$ cat config.mk
export PLATFORM = sky130hd
export DESIGN_NAME = counter_ud_mod
export DESIGN_NICKNAME = d
export VERILOG_FILES = /design/src/rtl/counter_pkg.sv /design/src/rtl/counter_ud_step.sv /design/src/rtl/counter_ud_mod.sv
export SDC_FILE = /design/constraint.sdc
export NUM_CORES = 1
export LEC_CHECK = 0
export CAP_MARGIN = 20
export CORE_ASPECT_RATIO = 1.75
export CORE_MARGIN = 3
export CORE_UTILIZATION = 45
export CTS_CLUSTER_DIAMETER = 40
export DETAILED_ROUTE_END_ITERATION = 8
export MAX_ROUTING_LAYER = met4
export PLACE_DENSITY = 0.68
export SLEW_MARGIN = 5
export SYNTH_ARGS = -nofsm -noshare
export SYNTH_HDL_FRONTEND = slang
export SYNTH_SLANG_ARGS = --single-unit
$ cat constraint.sdc
create_clock -name i_clk -period 7 [get_ports i_clk]
set_input_delay 0.7 -clock i_clk [delete_from_list [all_inputs] [get_ports i_clk]]
set_output_delay 0.7 -clock i_clk [all_outputs]
set_load 0.02 [all_outputs]
$ cat src/rtl/counter_pkg.sv
// Shared types for the up/down modulus counter family.
package counter_pkg;

  localparam int unsigned MODE_W = 1;

  typedef enum logic {
    MODE_WRAP = 1'b0,
    MODE_SAT  = 1'b1
  } cnt_mode_e;

endpackage : counter_pkg

$ cat src/rtl/counter_ud_step.sv
// Next-count computation for one enabled step of the modulus counter.
// Purely combinational; flags describe what the step would do if taken.
module counter_ud_step
  import counter_pkg::*;
#(
  parameter int unsigned WIDTH = 4
) (
  input  logic [WIDTH-1:0] i_count,
  input  logic [WIDTH-1:0] i_step,
  input  logic [WIDTH-1:0] i_max,
  input  logic             i_down,
  input  cnt_mode_e        i_mode,
  output logic [WIDTH-1:0] o_next,
  output logic             o_wrap,
  output logic             o_sat
);

  localparam int unsigned XW = WIDTH + 1;

  logic [XW-1:0] w_cnt_x;
  logic [XW-1:0] w_max_x;
  logic [XW-1:0] w_mod;
  logic [XW-1:0] w_step_x;
  logic [XW-1:0] w_s;
  logic [XW-1:0] w_sum;
  logic [XW-1:0] w_sum_wrap;
  logic [XW-1:0] w_diff;
  logic [XW-1:0] w_diff_wrap;

  // Work one bit wider so max+1 and count+step never overflow.
  assign w_cnt_x     = XW'(i_count);
  assign w_max_x     = XW'(i_max);
  assign w_mod       = w_max_x + XW'(1);
  assign w_step_x    = XW'(i_step);
  assign w_s         = (w_step_x > w_mod) ? w_mod : w_step_x;
  assign w_sum       = w_cnt_x + w_s;
  assign w_sum_wrap  = w_sum - w_mod;
  assign w_diff      = w_cnt_x - w_s;
  assign w_diff_wrap = w_cnt_x + w_mod - w_s;

  always_comb begin
    o_next = i_count;
    o_wrap = 1'b0;
    o_sat  = 1'b0;
    if (w_s != '0) begin
      if (i_count > i_max) begin
        // Modulus was lowered under the count: pull back silently.
        o_next = i_max;
      end else if (!i_down) begin
        if (w_sum <= w_max_x) begin
          o_next = WIDTH'(w_sum);
        end else if (i_mode == MODE_WRAP) begin
          o_next = WIDTH'(w_sum_wrap);
          o_wrap = 1'b1;
        end else begin
          o_next = i_max;
          o_sat  = 1'b1;
        end
      end else begin
        if (w_s <= w_cnt_x) begin
          o_next = WIDTH'(w_diff);
        end else if (i_mode == MODE_WRAP) begin
          o_next = WIDTH'(w_diff_wrap);
          o_wrap = 1'b1;
        end else begin
          o_next = '0;
          o_sat  = 1'b1;
        end
      end
    end
  end

endmodule : counter_ud_step

$ cat src/rtl/counter_ud_mod.sv
// Up/down counter with programmable modulus and step, wrap/saturate modes,
// clear/load priority and direction-correct terminal count for cascading.
module counter_ud_mod
  import counter_pkg::*;
#(
  parameter int unsigned WIDTH   = 4,
  parameter int unsigned RST_VAL = 0
) (
  input  logic             i_clk,
  input  logic             i_rstn,
  input  logic             i_en,
  input  logic             i_clr,
  input  logic             i_load_en,
  input  logic [WIDTH-1:0] i_load,
  input  logic             i_down,
  input  logic [WIDTH-1:0] i_step,
  input  logic [WIDTH-1:0] i_max,
  input  cnt_mode_e        i_mode,
  output logic [WIDTH-1:0] o_count,
  output logic             o_tc,
  output logic             o_wrap,
  output logic             o_sat
);

  localparam logic [WIDTH-1:0] CNT_RST = WIDTH'(RST_VAL);

  logic [WIDTH-1:0] r_count;
  logic             r_wrap;
  logic             r_sat;

  logic [WIDTH-1:0] w_next;
  logic             w_step_wrap;
  logic             w_step_sat;
  logic [WIDTH-1:0] w_load;

  counter_ud_step #(
    .WIDTH (WIDTH)
  ) u_step (
    .i_count (r_count),
    .i_step  (i_step),
    .i_max   (i_max),
    .i_down  (i_down),
    .i_mode  (i_mode),
    .o_next  (w_next),
    .o_wrap  (w_step_wrap),
    .o_sat   (w_step_sat)
  );

  assign w_load = (i_load > i_max) ? i_max : i_load;

  // Priority: clear > load > enabled step > hold; flags only from a step.
  always_ff @(posedge i_clk or negedge i_rstn) begin
    if (!i_rstn) begin
      r_count <= CNT_RST;
      r_wrap  <= 1'b0;
      r_sat   <= 1'b0;
    end else begin
      r_wrap <= 1'b0;
      r_sat  <= 1'b0;
      if (i_clr) begin
        r_count <= CNT_RST;
      end else if (i_load_en) begin
        r_count <= w_load;
      end else if (i_en) begin
        r_count <= w_next;
        r_wrap  <= w_step_wrap;
        r_sat   <= w_step_sat;
      end
    end
  end

  assign o_count = r_count;
  assign o_wrap  = r_wrap;
  assign o_sat   = r_sat;
  assign o_tc    = i_en & ((~i_down & (r_count == i_max)) | (i_down & (r_count == '0)));

endmodule : counter_ud_mod

==> summary.md <==
| Metric | Value |
|---|---|
| Arr. time, crit path | 6.33 ns |
| Setup slack after placement | 0.6017 ns |
| Mapped Cells | ~230 |
| Post-DP Area | 2115 sq um |
| Worst reg-to-reg path cell count | 13 |
| Switching Share | between 40% and 50% |
| Fraction of power consumed by combinational cells | 79.7% |
| Post-CTS setup buffers | 0 |
| Number of storage elements in the synthesis netlist | 6 |
| Clock network fraction of total power | 9.8% |
| Synth async-reset ratio | 100.0% |
| Internal power | 264.8 uW |
| Top cells by area in the synthesized netlist | ha_1 23%, dfrtp_1 8.2%, fa_1 6.6% |
| Total half-perimeter wirelength after legalization and detailed placement | 4266 um |
| Number of nets with antenna violations after routing | 0 |
| DIE WIDTH | around 54 um |
| Kind of critical path | in2reg |
| Unrepaired setup endpoints after global routing | false |
| Remaining routing DRC violations | 0 |
| Average footprint of a synthesized cell | just over 8 sq um |
| Resize count post-CTS | 0 |
| Count of different cell masters after synthesis | 58 |
| Fillers | 384 |
| Reg clk slew, reported paths | around 0.040 ns |
| Summed instance area of the synthesized netlist | 1828 sq um |
| Final WS setup | 0.8137 ns |
| Max rail drop VDD | 104.2 uV |
| Met3 capacity usage during global routing | 0.8264% |
| Power Density | 245.2 nW/um^2 |
| Most used DFF post-synth | dfrtp_1 |
| Net count, final | 311 |
| Net Switching | 263.8 uW |
| Sequential power share | a little over a tenth |
| Fin crit share | approximately nine tenths |
| Met2 layer usage reported by global route | 40.00% |
| Critical register-to-register path startpoint | o_count[1] |
| Layout overhead on the synthesized area | 17.93% |
| Die Ht | ~90 um |
| Sum of routed wire length over all layers | a little over 5000 um |
| Portion of netlist area occupied by mux cells | 2.259% |
| Most common library cell in the layout ignoring fill and taps | ha_1 |
| Sequential fraction of the synthesis area | under 10% |
| Hold buffers post-CTS | 0 |
| Routed vias/inst | 6.130 |
| Busiest layer in global routing | met2 |
| Count of flip-flops with a built-in enable after synthesis | 0 |
| Number of optimization iterations in the first detailed-route pass | 4 |
| Floorplan Core Area | 3904 sq um |
| Footprint of the multi-input gates | 1545 sq um |
| Largest net degree at the start of global routing | 12 |
| Slack of the worst reg-to-reg path | between 3 and 4 ns |
| Overall fraction of global-route tracks in use | 23.16% |
| Highest-count cells in the layout ignoring fill and taps | 33 x ha_1, 26 x inv_1, 25 x clkdlybuf4s50_1 |
| Result of the run | completed |
| Synth Area in Compound Gates | 31.14% |
| Leakage power total | 0.0009608 uW |
| Hold Worst Slack | 0.7113 ns |
| Routability congestion estimate | 0.8889 |
| Remaining global-route overflow | 0 |
| Worst slew margin relative to its limit | 49.79% |
| Capture point of the worst reg-to-reg path | o_count[2] |
| Effective utilization at floorplan | a little under half |
| Area fraction of the dominant cell type after synthesis | 22.59% |
| Initial antenna violation count | 0 |
| Max Transition Viols Final | 0 |
| PnR Total Power | ~530 uW |
| Share of synthesized cell area in full adder, half adder and majority cells | 29.16% |
| Maximum net fanout on the critical path | 7 |
| Area occupied by registers | 150.1 sq um |
| TritonCTS buffer count | 3 |
| Total via count after detailed routing | roughly 1800 |
| Cell at the root of the clock tree | clkbuf_8 |
| First-pass GRT wire length | 8556 um |
| Hold Path Class | in2async |
| Worst setup SP type | primary input |
| TritonCTS clock tree | yes |
| CP Data Required Time | around 7.1 ns |
| Number of top-level design ports | 26 |
| Number of levels in the clock H-tree | 1 |
| Number of endpoints failing setup at the final stage | 0 |
| Global Route met1 Usage | 26.56% |
| Cell taking the most area after synthesis | ha_1 |
| Number of nets produced by synthesis | 285 |
| Max-cap violations | 0 |
| Number of buffers added on ports | 25 |
| Post-synthesis share of cell area spent on and, or, nand and nor gates | 16.77% |
| Buffer levels on the longest clock path | 2 |
| Final setup skew | 0.0008242 ns |
| Yosys warning total | 0 |
| XOR/XNOR share of the synthesized area | 5.202% |
| Worst setup EP type | register |
| Share of post-route cells with drive strength above 1 | 5.578% |
| Slew @ Worst Pin | between 0.7 and 0.8 ns |
| Die area | 4893 sq um |
| Iter 0 DRT Violations | 47 |
| Vias in the first global route | 1893 |
| Final sum of negative setup slack | 0 ns |
| Main combinational cell family by area after synthesis | compound AO/OA/AOI/OAI gates |
| Placement row count | 30 |
| Minimum period implied by the final worst setup slack | approximately 6.2 ns |
| Final Hold Fails | 0 |
| Number of sinks handled by clock tree synthesis | 6 |
| Design area | 2156 sq um |
| Worst-skew pair later-pin latency | 0.22 ns |
| Routed wire per std cell | 17.24 um |
| Maximum clock rate | 0.1616 GHz |
| Number of antenna diodes | 0 |
## synth_stat cells (4+ instances only)
cell type / number
a211o_1: 6
a21oi_1: 13
dfrtp_1: 6
fa_1: 6
ha_1: 33
inv_1: 26
nand2_1: 11
nand2b_1: 5
nor2_1: 10
nor2b_1: 6
nor3_1: 4
o21a_1: 8
o21ai_0: 13
o21ai_1: 5
xnor2_1: 6
## worst max-delay path, cell delays in order
cell             delay (ns)
clkdlybuf4s50_1        0.50
ha_1                   0.48
inv_1                  0.12
ha_1                   0.30
nor2b_1                0.13
a2bb2oi_1              0.26
a21oi_1                0.12
a21oi_2                0.25
o21ai_1                0.19
o21ai_0                0.45
ha_1                   0.36
nand2b_1               0.15
a21oi_1                0.19
nor3_1                 0.10
or2_2                  0.29
ha_1                   0.29
and2_1                 0.17
a32o_1                 0.33
and2_1                 0.23
a211o_1                0.32
a211o_1                0.26
mux2i_1                0.14
## worst max path at each step
stage	end	startpoint	cells past startpoint	slack, ns
floorplan	o_count[2]	i_max[0]	21	1.72
global placement	o_count[2]	i_max[1]	22	0.78
detailed placement	o_count[2]	i_max[1]	22	0.60
CTS	o_count[2]	i_max[1]	22	0.83
global route	o_count[1]	i_max[1]	23	0.34
finish	o_count[2]	i_max[1]	22	0.81
## power by group through the flow
stage / clock [uW] / combinational, uW / sequential (uW)
after floorplan: 0 / 313 / 56.4
after detailed placement: 0 / 416 / 55.6
after global placement: 0 / 416 / 55.5
after CTS: 52.8 / 419 / 55.1
after global routing: 54.0 / 469 / 56.2
final: 52.0 / 422 / 55.2
## layout make-up
class	instances	area share, %
well taps	48	2.786
flip-flops and latches	6	6.965
clock buffers	3	1.915
multi-input cells	189	71.68
repair buffers	26	11.96
inverters	27	4.701
## through the flow
step / cells / utilization, %
2_1_floorplan: 227 / -
3_3_place_gp: 296 / 54.17
3_5_place_dp: 296 / 54.17
4_1_cts: 299 / 55.22
5_1_grt: 299 / 55.22
6_report: 299 / 55.22
## per-layer routing
metal  up-vias  routed length (um)  part of all wire, %
li1        887                   -                    -
met1       863                2042                   40
met2        70                2705                   52
met3        13                 222                  4.3
met4         0                 183                  3.6
met5         -                   0                    0
## sequential cells by signal (all words and copies together) (netlist names)
signal	count
o_count	4
o_sat	1
o_wrap	1
## cells by family (layout without fill, tap and decap cells)
family,Yosys count,after routing
AOI/OAI and AO/OA,80,80
xor gates and xnor gates,10,10
adders and majority gates,39,39
buffers and inverters,32,56
DFF,6,6
muxes,4,4
and+or+nand+nor,56,56
(Power assumes the default switching activity.)
